===== config.mk =====
export PLATFORM = sky130hd
export DESIGN_NAME = stopwatch_ctrl
export DESIGN_NICKNAME = d
export VERILOG_FILES = /design/src/rtl/stopwatch_pkg.sv /design/src/rtl/stopwatch_rise_detect.sv /design/src/rtl/stopwatch_ctrl.sv
export SDC_FILE = /design/constraint.sdc
export NUM_CORES = 1
export LEC_CHECK = 0
export ABC_AREA = 1
export BUFFER_PORTS_ARGS = -buffer_cell sky130_fd_sc_hd__buf_2
export CORE_AREA = 2 2 39 41
export DETAILED_ROUTE_END_ITERATION = 6
export DIE_AREA = 0 0 41 43
export GPL_ROUTABILITY_DRIVEN = 1
export SYNTH_ARGS = -nofsm -noshare
export SYNTH_HDL_FRONTEND = slang
export SYNTH_SLANG_ARGS = --single-unit

===== constraint.sdc =====
create_clock -name clk -period 1.2 [get_ports clk]
set_input_delay 0.18 -clock clk [delete_from_list [all_inputs] [get_ports clk]]
set_output_delay 0.18 -clock clk [all_outputs]
set_load 0.02 [all_outputs]

===== src/rtl/stopwatch_pkg.sv =====
// Shared types and constants for the stopwatch control path.
// The FSM state encoding is fixed so that other blocks and the display logic see stable values.
package stopwatch_pkg;

    typedef enum logic [1:0] {
        IDLE    = 2'b00,
        RUNNING = 2'b01,
        PAUSED  = 2'b10
    } state_t;

    localparam int MAX_SECONDS_DEFAULT = 10;

endpackage


===== src/rtl/stopwatch_rise_detect.sv =====
// Rising-edge detector for a synchronized button level.
// The history flop resets to 1, so a button held through reset produces no edge.
module rise_detect (
    input  logic clk,
    input  logic n_rst,
    input  logic din_i,
    output logic rise_o
);

    logic prev_q;

    always_ff @(posedge clk) begin
        if (!n_rst) begin
            prev_q <= 1'b1;
        end else begin
            prev_q <= din_i;
        end
    end

    assign rise_o = din_i & ~prev_q;

endmodule


===== src/rtl/stopwatch_ctrl.sv =====
// Stopwatch control FSM: run/pause/clear sequencing, seconds counter and optional lap capture.
// Lap capture is compiled in only when STOPWATCH_LAP_EN is defined.
module stopwatch_ctrl
    import stopwatch_pkg::*;
#(
    parameter int  MAX_SECONDS = MAX_SECONDS_DEFAULT,
    localparam int SEC_W       = $clog2(MAX_SECONDS)
) (
    input  logic             clk,
    input  logic             n_rst,
    input  logic             start_stop,
    input  logic             clear,
    input  logic             lap,
    input  logic             second_tick,
    output logic             timer_enable,
    output logic             running,
    output logic [SEC_W-1:0] seconds,
    output logic             wrap,
    output logic [SEC_W-1:0] lap_seconds,
    output logic             lap_valid
);

    localparam logic [SEC_W-1:0] SEC_LAST = SEC_W'(MAX_SECONDS - 1);

    state_t           state_q;
    logic [SEC_W-1:0] seconds_q, seconds_d;
    logic             wrap_q, wrap_d;
    logic             ss_rise, clr_rise, count_en;

    rise_detect u_ss_rise (
        .clk    (clk),
        .n_rst  (n_rst),
        .din_i  (start_stop),
        .rise_o (ss_rise)
    );

    rise_detect u_clr_rise (
        .clk    (clk),
        .n_rst  (n_rst),
        .din_i  (clear),
        .rise_o (clr_rise)
    );

    // Counting keys off the current state, so a tick coincident with a pause still counts.
    assign count_en = (state_q == RUNNING) && second_tick;

    always_comb begin
        seconds_d = seconds_q;
        wrap_d    = 1'b0;
        if (count_en) begin
            if (seconds_q == SEC_LAST) begin
                seconds_d = '0;
                wrap_d    = 1'b1;
            end else begin
                seconds_d = seconds_q + SEC_W'(1);
            end
        end
    end

    always_ff @(posedge clk) begin
        if (!n_rst) begin
            state_q   <= IDLE;
            seconds_q <= '0;
            wrap_q    <= 1'b0;
        end else if (clr_rise) begin
            state_q   <= IDLE;
            seconds_q <= '0;
            wrap_q    <= 1'b0;
        end else begin
            seconds_q <= seconds_d;
            wrap_q    <= wrap_d;
            if (ss_rise) begin
                case (state_q)
                    IDLE:    state_q <= RUNNING;
                    RUNNING: state_q <= PAUSED;
                    PAUSED:  state_q <= RUNNING;
                    default: state_q <= IDLE;
                endcase
            end
        end
    end

    assign timer_enable = (state_q == RUNNING);
    assign running      = (state_q == RUNNING);
    assign seconds      = seconds_q;
    assign wrap         = wrap_q;

`ifdef STOPWATCH_LAP_EN
    logic [SEC_W-1:0] lap_seconds_q;
    logic             lap_valid_q;
    logic             lap_rise;

    rise_detect u_lap_rise (
        .clk    (clk),
        .n_rst  (n_rst),
        .din_i  (lap),
        .rise_o (lap_rise)
    );

    // The snapshot takes the pre-update count, even when a tick lands in the same cycle.
    always_ff @(posedge clk) begin
        if (!n_rst || clr_rise) begin
            lap_seconds_q <= '0;
            lap_valid_q   <= 1'b0;
        end else if (lap_rise && (state_q == RUNNING)) begin
            lap_seconds_q <= seconds_q;
            lap_valid_q   <= 1'b1;
        end
    end

    assign lap_seconds = lap_seconds_q;
    assign lap_valid   = lap_valid_q;
`else
    logic unused_lap;
    assign unused_lap  = lap;
    assign lap_seconds = '0;
    assign lap_valid   = 1'b0;
`endif

endmodule


==> flow_metrics.tcl <==
set metrics [dict create \
    synth.distinct_cells 12 \
    antenna_found_initial 0 \
    status "complete, no violations" \
    fin_crit_ns 1.12 \
    holdPathStages 3 \
    clockRootBuffer "clkbuf_4" \
    p_int_w 0.000459 \
    synth-seq-area-share_pct 41.7 \
    nets 82 \
    netlist_instances 62 \
    grt_overflow 0 \
    syn-cell-area_um2 432 \
    drive_gt1_share_pct 24.0 \
    final_cell_count_no_fill 91 \
    fin_crit_sh_pct 93.1 \
    seq_power_share_pct 50.3 \
    port-buffer-count 11 \
    clk_path_buf_depth 2 \
    finalPower_w 0.000628 \
    num_rows 14 \
    path_max_fanout 3 \
    grt_max_degree 8 \
    routabilityCongestion 0.715 \
    post_cts_buffers 0 \
    wirelength_um 678 \
    cp.arrival_ns 0.94 \
    synth_seq_cells 9 \
    place_hpwl_um 527 \
    switching_share_pct 26.9 \
    clock_latency_ns 0.26 \
    power.leakage_nw 0.252 \
    grt_pass1_wl_um 1050 \
    final_hold_viol_count 0 \
    grt_util_all_layers_pct 9.38 \
    crit_required_ns 1.02 \
    grt_pass1_vias 280 \
    timing.fmax_mhz 895 \
    n_antenna_cell 0 \
    r2r_cells 6 \
    drc 0 \
    cts_buffers 3 \
    power_frac_clock_pct 38.0 \
    die_x_um 41 \
    area_growth_pct 16.5 \
    dr.first_iter.drc_count 3 \
    ctsHoldBuffers 0 \
    cts_resized 0 \
    crit_type "flop to output port" \
    power.switching_w 0.000169 \
    tritoncts "yes" \
    hp-class "input pin to flop" \
    cp-start-kind "flop" \
    clk_pin_slew_ns 0.06 \
    die-area_um2 1760 \
    powerDensity_nw_per_um2 1250 \
    max_cap_viol_count 0 \
    yosys_warnings 0 \
    antenna_left 0 \
    dp_cells 87 \
    design.core.area_um2 1380 \
    end_kind "output port" \
    initial_core_util_pct 31.2 \
    slew_viol_final 0 \
    htree_num_levels 1 \
    die-height_um 43 \
    drt_pre_antenna_iters 4 \
    vias_per_cell 4.08 \
    num_vias 371 \
    setup_viol 0 \
    cts_sinks 9 \
    detail_route.wl_per_cell_um 7.45 \
    rsz0062_at_grt "true" \
    finClkSkew_ns 0.00511 \
    synth_area_per_cell_um2 6.96 \
    max-vdd-ir-drop_uv 619 \
    pwr-share-comb_pct 11.7 \
    ios 18 \
]
## worst paths after layout
path | start | end | slack [ns]
worst max-delay path | state_q[1] | timer_enable | 0.08
worst min-delay path | start_stop | u_ss_rise.prev_q | 0.11
worst max register to register | state_q[1] | seconds[3] | 0.29
worst min register to register | u_clr_rise.prev_q | wrap | 0.49
## cell families after synthesis
family	share of synthesized area, %
other cells	0.869
compound gates	9.27
flops	41.7
simple gates	28.1
buf+inv	20.0
## through the flow
stage | setup slack (ns) | util (%) | hold WS (ns) | TNS (ns) | cell area [um2]
floorplan | 0.233 | - | 0.249 | 0 | 447
global placement | 0.294 | 34.4 | 0.368 | 0 | 477
detailed placement | 0.286 | 34.4 | 0.374 | 0 | 477
CTS | 0.0689 | 36.3 | 0.0985 | 0 | 503
global route | -0.0163 | 36.3 | 0.111 | -0.0321 | 503
finish | 0.0825 | 36.3 | 0.109 | 0 | 503
## cell usage in the layout, fill, tap and decap left out
master    count
conb_1        5
clkbuf_1      1
nand3_1       2
nor2_1        7
a21oi_1       4
nand3_2       2
inv_1        11
clkbuf_4      3
dfxtp_1       9
o21ai_1       1
o21ai_0       3
nand2_1      14
buf_2        11
nand2_2       2
## power by group through the flow
stage | Clock [W] | Sequential (W) | Combinational [W]
after floorplan | 0 | 0.000325 | 0.0000673
after global placement | 0 | 0.000323 | 0.0000731
after detailed placement | 0 | 0.000323 | 0.0000741
after CTS | 0.000248 | 0.000316 | 0.0000742
after global routing | 0.000258 | 0.000317 | 0.0000835
final | 0.000238 | 0.000316 | 0.0000737
## final cells by class
type	instances	area (um2)
clock buffers	4	26.3
fillers	151	881
inverters	11	41.3
multi-input cells	40	180
flip-flops and latches	9	180
well taps	16	20.0
repair buffers	11	55.1
## registers in the layout, summed over array words and instances, names as in the netlist
| signal | count |
|---|---|
| u_ss_rise.prev_q | 1 |
| seconds | 4 |
| wrap | 1 |
| state_q | 2 |
| u_clr_rise.prev_q | 1 |
## Yosys cell counts
cell / instances / share of area [%]
o21ai_0: 3 / 3.5
inv_1: 11 / 9.6
o21ai_1: 1 / 1.2
nand2_2: 2 / 2.9
buf_4: 6 / 10
nor2_1: 7 / 6.1
nand3_2: 2 / 4.6
a21oi_1: 4 / 4.6
conb_1: 1 / 0.87
dfxtp_1: 9 / 42
nand3_1: 2 / 2.3
nand2_1: 14 / 12
## per-layer routing
layer | track usage [%] | share of wire [%] | up-vias | wire [um]
li1 | - | - | 202 | -
met1 | 11.4 | 50 | 152 | 336
met2 | 11.6 | 41 | 13 | 277
met3 | 4.71 | 6.9 | 4 | 47
met4 | 8.00 | 2.5 | 0 | 17
met5 | 0 | 0 | - | 0
## critical path: stages (launching register included)
cell     delay, ns
dfxtp_1       0.30
inv_1         0.09
nand2_1       0.06
inv_1         0.07
buf_2         0.16
Note: power is estimated with default switching activity, not from simulation.
